--- config.mk ---
export PLATFORM = sky130hd
export DESIGN_NAME = csr_trap_unit
export DESIGN_NICKNAME = d
export VERILOG_FILES = /design/src/rtl/csr_trap_unit.sv
export SDC_FILE = /design/constraint.sdc
export NUM_CORES = 1
export LEC_CHECK = 0
export ABC_AREA = 1
export BUFFER_PORTS_ARGS = -buffer_cell sky130_fd_sc_hd__buf_2
export CORE_MARGIN = 5
export CORE_UTILIZATION = 55
export CTS_BUF_LIST = sky130_fd_sc_hd__clkbuf_16
export DETAILED_ROUTE_END_ITERATION = 6
export PLACE_DENSITY = 0.77
export SLEW_MARGIN = 40
export SYNTH_ARGS = -nofsm -noshare
export SYNTH_HDL_FRONTEND = slang
export SYNTH_SLANG_ARGS = --single-unit
--- constraint.sdc ---
create_clock -name clk -period 9.43 [get_ports clk]
set_clock_uncertainty 0.1 [all_clocks]
set_input_delay 1.886 -clock clk [delete_from_list [all_inputs] [get_ports clk]]
set_output_delay 1.886 -clock clk [all_outputs]
set_load 0.1 [all_outputs]
--- src/rtl/csr_trap_unit.sv ---
// Machine-mode CSR file with interrupt trap entry, MRET return and a 64-bit cycle counter.
// Trap and MRET decisions are combinational so the PC select can redirect in the same cycle.
module csr_trap_unit #(
    parameter logic [31:0] MTVEC_RESET = 32'h0000_0100
) (
    input  logic        clk,
    input  logic        rst,
    input  logic [31:0] pc_in,
    input  logic        redirect,
    input  logic        is_mret,
    input  logic        csr_rd,
    input  logic        csr_wr,
    input  logic [11:0] csr_addr,
    input  logic [31:0] csr_wdata,
    input  logic        timer_irq,
    input  logic        ext_irq,
    output logic [31:0] csr_rdata,
    output logic [31:0] epc,
    output logic        epc_taken,
    output logic        trap_flush
);

    localparam logic [11:0] ADDR_MSTATUS = 12'h300;
    localparam logic [11:0] ADDR_MIE     = 12'h304;
    localparam logic [11:0] ADDR_MTVEC   = 12'h305;
    localparam logic [11:0] ADDR_MEPC    = 12'h341;
    localparam logic [11:0] ADDR_MCAUSE  = 12'h342;
    localparam logic [11:0] ADDR_MIP     = 12'h344;
    localparam logic [11:0] ADDR_MCYCLE  = 12'hB00;
    localparam logic [11:0] ADDR_MCYCLEH = 12'hB80;

    localparam logic [31:0] CAUSE_EXT   = 32'h8000_000B;
    localparam logic [31:0] CAUSE_TIMER = 32'h8000_0007;

    logic        mie_q, mie_d, mpie_q, mpie_d;
    logic        mtie_q, mtie_d, meie_q, meie_d;
    logic        mtip_q, mtip_d, meip_q, meip_d;
    logic [31:0] mtvec_q, mtvec_d, mepc_q, mepc_d, mcause_q, mcause_d;
    logic [63:0] mcycle_q, mcycle_d;

    logic        ext_pend_s, irq_req_s, take_mret_s, take_trap_s, wr_en_s;
    logic [31:0] rd_val_s;

    // Event selection: MRET beats a trap, and a taken branch/jump defers the trap.
    always_comb begin
        ext_pend_s  = meie_q & meip_q;
        irq_req_s   = mie_q & (ext_pend_s | (mtie_q & mtip_q));
        take_mret_s = is_mret;
        take_trap_s = irq_req_s & ~redirect & ~is_mret;
        wr_en_s     = csr_wr & ~take_trap_s;
    end

    // Read mux over pre-write CSR contents.
    always_comb begin
        rd_val_s = 32'h0000_0000;
        case (csr_addr)
            ADDR_MSTATUS: rd_val_s = {24'h00_0000, mpie_q, 3'b000, mie_q, 3'b000};
            ADDR_MIE:     rd_val_s = {20'h0_0000, meie_q, 3'b000, mtie_q, 7'b000_0000};
            ADDR_MTVEC:   rd_val_s = mtvec_q;
            ADDR_MEPC:    rd_val_s = mepc_q;
            ADDR_MCAUSE:  rd_val_s = mcause_q;
            ADDR_MIP:     rd_val_s = {20'h0_0000, meip_q, 3'b000, mtip_q, 7'b000_0000};
            ADDR_MCYCLE:  rd_val_s = mcycle_q[31:0];
            ADDR_MCYCLEH: rd_val_s = mcycle_q[63:32];
            default:      rd_val_s = 32'h0000_0000;
        endcase
    end

    // Outputs are forced quiet while reset is held so a pending event cannot leak out.
    always_comb begin
        if (rst) begin
            csr_rdata  = 32'h0000_0000;
            epc        = 32'h0000_0000;
            epc_taken  = 1'b0;
            trap_flush = 1'b0;
        end else begin
            csr_rdata  = csr_rd ? rd_val_s : 32'h0000_0000;
            epc        = take_trap_s ? mtvec_q : mepc_q;
            epc_taken  = take_mret_s | take_trap_s;
            trap_flush = take_trap_s;
        end
    end

    // Next-state: software write first, then MRET/trap side effects override mstatus.
    always_comb begin
        mie_d    = mie_q;
        mpie_d   = mpie_q;
        mtie_d   = mtie_q;
        meie_d   = meie_q;
        mtip_d   = timer_irq;
        meip_d   = ext_irq;
        mtvec_d  = mtvec_q;
        mepc_d   = mepc_q;
        mcause_d = mcause_q;
        mcycle_d = mcycle_q + 64'd1;
        if (wr_en_s) begin
            case (csr_addr)
                ADDR_MSTATUS: begin
                    mie_d  = csr_wdata[3];
                    mpie_d = csr_wdata[7];
                end
                ADDR_MIE: begin
                    mtie_d = csr_wdata[7];
                    meie_d = csr_wdata[11];
                end
                ADDR_MTVEC:   mtvec_d  = csr_wdata & 32'hFFFF_FFFC;
                ADDR_MEPC:    mepc_d   = csr_wdata & 32'hFFFF_FFFC;
                ADDR_MCAUSE:  mcause_d = csr_wdata;
                ADDR_MCYCLE:  mcycle_d = {mcycle_q[63:32], csr_wdata};
                ADDR_MCYCLEH: mcycle_d = {csr_wdata, mcycle_q[31:0]};
                default:      mcause_d = mcause_q;
            endcase
        end else begin
            mcause_d = mcause_q;
        end
        if (take_mret_s) begin
            mie_d  = mpie_q;
            mpie_d = 1'b1;
        end else if (take_trap_s) begin
            mepc_d   = pc_in & 32'hFFFF_FFFC;
            mcause_d = ext_pend_s ? CAUSE_EXT : CAUSE_TIMER;
            mpie_d   = mie_q;
            mie_d    = 1'b0;
        end else begin
            mepc_d = mepc_d;
        end
    end

    // CSR state registers.
    always_ff @(posedge clk or posedge rst) begin
        if (rst) begin
            mie_q    <= 1'b0;
            mpie_q   <= 1'b0;
            mtie_q   <= 1'b0;
            meie_q   <= 1'b0;
            mtip_q   <= 1'b0;
            meip_q   <= 1'b0;
            mtvec_q  <= MTVEC_RESET;
            mepc_q   <= 32'h0000_0000;
            mcause_q <= 32'h0000_0000;
            mcycle_q <= 64'h0000_0000_0000_0000;
        end else begin
            mie_q    <= mie_d;
            mpie_q   <= mpie_d;
            mtie_q   <= mtie_d;
            meie_q   <= meie_d;
            mtip_q   <= mtip_d;
            meip_q   <= meip_d;
            mtvec_q  <= mtvec_d;
            mepc_q   <= mepc_d;
            mcause_q <= mcause_d;
            mcycle_q <= mcycle_d;
        end
    end

endmodule

==> flow_summary.json <==
{
  "critPathKind": "input port to output port",
  "tightest_slew_ns": 0.775,
  "synth_ff_type": "dfrtp_1",
  "gp_congestion": 1.04,
  "io_pins": 150,
  "antenna_left": 0,
  "vias_per_cell": 6.09,
  "start_kind": "input port",
  "post_cts_resized": 0,
  "status": "finished, final reports clean",
  "synth_edf_count": 0,
  "die_h_um": 152,
  "final_area_sq_um": 12400,
  "async_flop_share_pct": 100,
  "setup_viol": 0,
  "maxCapViolations": 0,
  "clock_path_buffers": 2,
  "wl_met2_um": 18300,
  "initial_core_util_pct": 56.3,
  "period_share_pct": 73.8,
  "synth.yosys.seq_area_share_pct": 37.2,
  "ys_ff_latch": 164,
  "nNetsFinal": 1854,
  "drive_above_1_share_pct": 13.5,
  "synth_cell_types": 37,
  "synthesis.nets": 1757,
  "dr_wl_met3_um": 5730,
  "wirelength_um": 43300,
  "post_cts_buffers": 0,
  "cts_num_sinks": 164,
  "root_buffer": "clkbuf_16",
  "cts_tree": "yes",
  "antenna_found_initial": 1,
  "hold_path.class": "flip-flop to flip-flop",
  "cts_buffers": 17,
  "maxClockFrequency_mhz": 144,
  "die_w_um": 152,
  "finalCriticalPeriod_ns": 6.96,
  "rows": 51,
  "worst_ep_required_time_ns": 7.44,
  "grt_pass1_wl_um": 67100,
  "dp_hpwl_um": 31200,
  "grt_pass1_vias": 11600,
  "grt_max_degree": 70,
  "firstDrtPassIters": 6,
  "grt-ovfl-total": 0,
  "drt-initial-drc-count": 1803,
  "topRoutingLayerUsed": "met5",
  "peakVddDrop_mv": 0.106,
  "synth_area_per_cell_sq_um": 6.60,
  "synth_area_leaders": "dfrtp_1 37%, nand2_1 18%, nand3_1 7.2%",
  "maxSlewHeadroom_pct": 48.4,
  "postPlaceCellArea_sq_um": 11900,
  "synth_top_area_share_pct": 37.0,
  "hold_viol": 0,
  "power.total_mw": 1.61,
  "wl_met1_um": 18100,
  "critPathCaptureType": "output port",
  "reg2reg_slack_ns": 6.04,
  "track_usage_pct": 38.4,
  "tns_ns": 0,
  "syn_inst": 1672,
  "area_growth_pct": 12.7,
  "crit_fanout": 32,
  "synth_warnings": 0,
  "die-area_sq_um": 23000,
  "worstPathArrival_ns": 4.98,
  "cts-hold-fix-buffers": 0,
  "clock_latency_ns": 0.43,
  "leakagePower_nw": 5.71,
  "syn-cell-area_sq_um": 11000,
  "coreArea_sq_um": 19600,
  "yosys.area.top_type": "dfrtp_1",
  "powerDensity_nw_per_um2": 129,
  "io_buffers": 147,
  "via_count": 12500,
  "routedWlPerCell_um": 21.2,
  "rsz0062_at_grt": "false",
  "finalMaxSlewViolations": 0,
  "htree_levels": 4,
  "drc": 0,
  "clk_pin_slew_ns": 0.07
}
==> cells by family after synthesis <==
logic type,Yosys count,share of synthesized area (%)
simple gates,1026,40.2
compound gates,261,13.4
buf+inv,201,7.64
flops,164,37.2
xor+xnor,19,1.51
fa+ha+maj,1,0.113
==> placed cells by master (no fill, tap or decap), drive strengths merged, types with 2 or more instances in the layout <==
cell type	count
a31oi	2
xnor2	11
nand3	164
nor3	36
dfrtp	163
and2	4
clkinvlp	3
nand3b	7
xor2	8
o21bai	8
a22oi	35
o22ai	3
nor2	220
nand4	48
clkinv	4
a21oi	35
o21ai	156
or2	2
inv	123
o211ai	22
clkbuf	17
buf	163
nand2	544
==> path summary, 6_finish.rpt <==
kind,startpoint,endpoint,depth (start not counted)
max,csr_addr[7],csr_rdata[7],12
min reg2reg,mtvec_q[13]$_DFFE_PP0P_,mtvec_q[13]$_DFFE_PP0P_,2
max in group asynchronous,rst,mcycle_q[30]$_DFFE_PP0P_,4
min,mtvec_q[13]$_DFFE_PP0P_,mtvec_q[13]$_DFFE_PP0P_,2
min in group asynchronous,rst,mepc_q[23]$_DFF_PP0_,3
max reg2reg,mie_q$_DFFE_PP0P_,mcycle_q[53]$_DFFE_PP0P_,10
==> power breakdown <==
part           internal (mW)  switching, mW
Combinational         0.0507          0.118
Clock                  0.346          0.335
Sequential             0.726         0.0308
Total                   1.12          0.484
==> through the flow <==
| step | utilization [%] | std cells | hold WS, ns | worst slack, ns |
|---|---|---|---|---|
| floorplan | - | 1672 | 0.353 | 1.82 |
| global placement | 60.3 | 2013 | 0.368 | 2.62 |
| detailed placement | 60.6 | 2015 | 0.374 | 2.60 |
| CTS | 63.4 | 2046 | 0.390 | 2.59 |
| global route | 63.5 | 2046 | 0.429 | 2.40 |
| finish | 63.5 | 2047 | 0.390 | 2.47 |
==> routing by layer <==
| layer | track usage (%) | vias up |
|---|---|---|
| met5 | 0 | - |
| met3 | 11.7 | 110 |
| met1 | 55.7 | 5830 |
| met4 | 12.4 | 2 |
| met2 | 54.9 | 827 |
| li1 | - | 5701 |
==> cell usage after synthesis (10+ instances only) <==
master    count
o211ai_1     22
nand3_1     159
inv_1       109
nand2_1     536
nor2_1      202
dfrtp_1     163
clkbuf_1     31
buf_2        40
nor3_1       35
nor2_4       10
o21ai_1      48
a21oi_1      35
xnor2_1      11
nand4_1      48
a22oi_1      35
o21ai_0     108
==> final cells by class <==
class	instances	area, sq um
multi-input cells	1307	6110
flip-flops and latches	164	4110
clock buffers	17	425
repair buffers	163	887
inverters	116	443
well taps	265	332
diodes	1	2.50
clock inverters	14	125
fillers	1893	7160
==> worst max-delay path, cell delays in order <==
cell and delay [ns]:
buf_2 0.32, nor2_2 0.07, nand2_1 0.15, nor2_4 0.07, nand3_4 0.06, buf_4 0.45, clkinv_2 0.60, nor2_1 0.23
nand3_1 0.10, nand2_2 0.54, nor2_1 0.12, buf_2 0.32
==> state kept, by name, indices dropped and copies added, names as in the netlist, 30 cells and up <==
signal    cells
mcycle_q     64
mepc_q       32
mcause_q     32
mtvec_q      30
No activity file was read; power rests on OpenSTA's default activity.
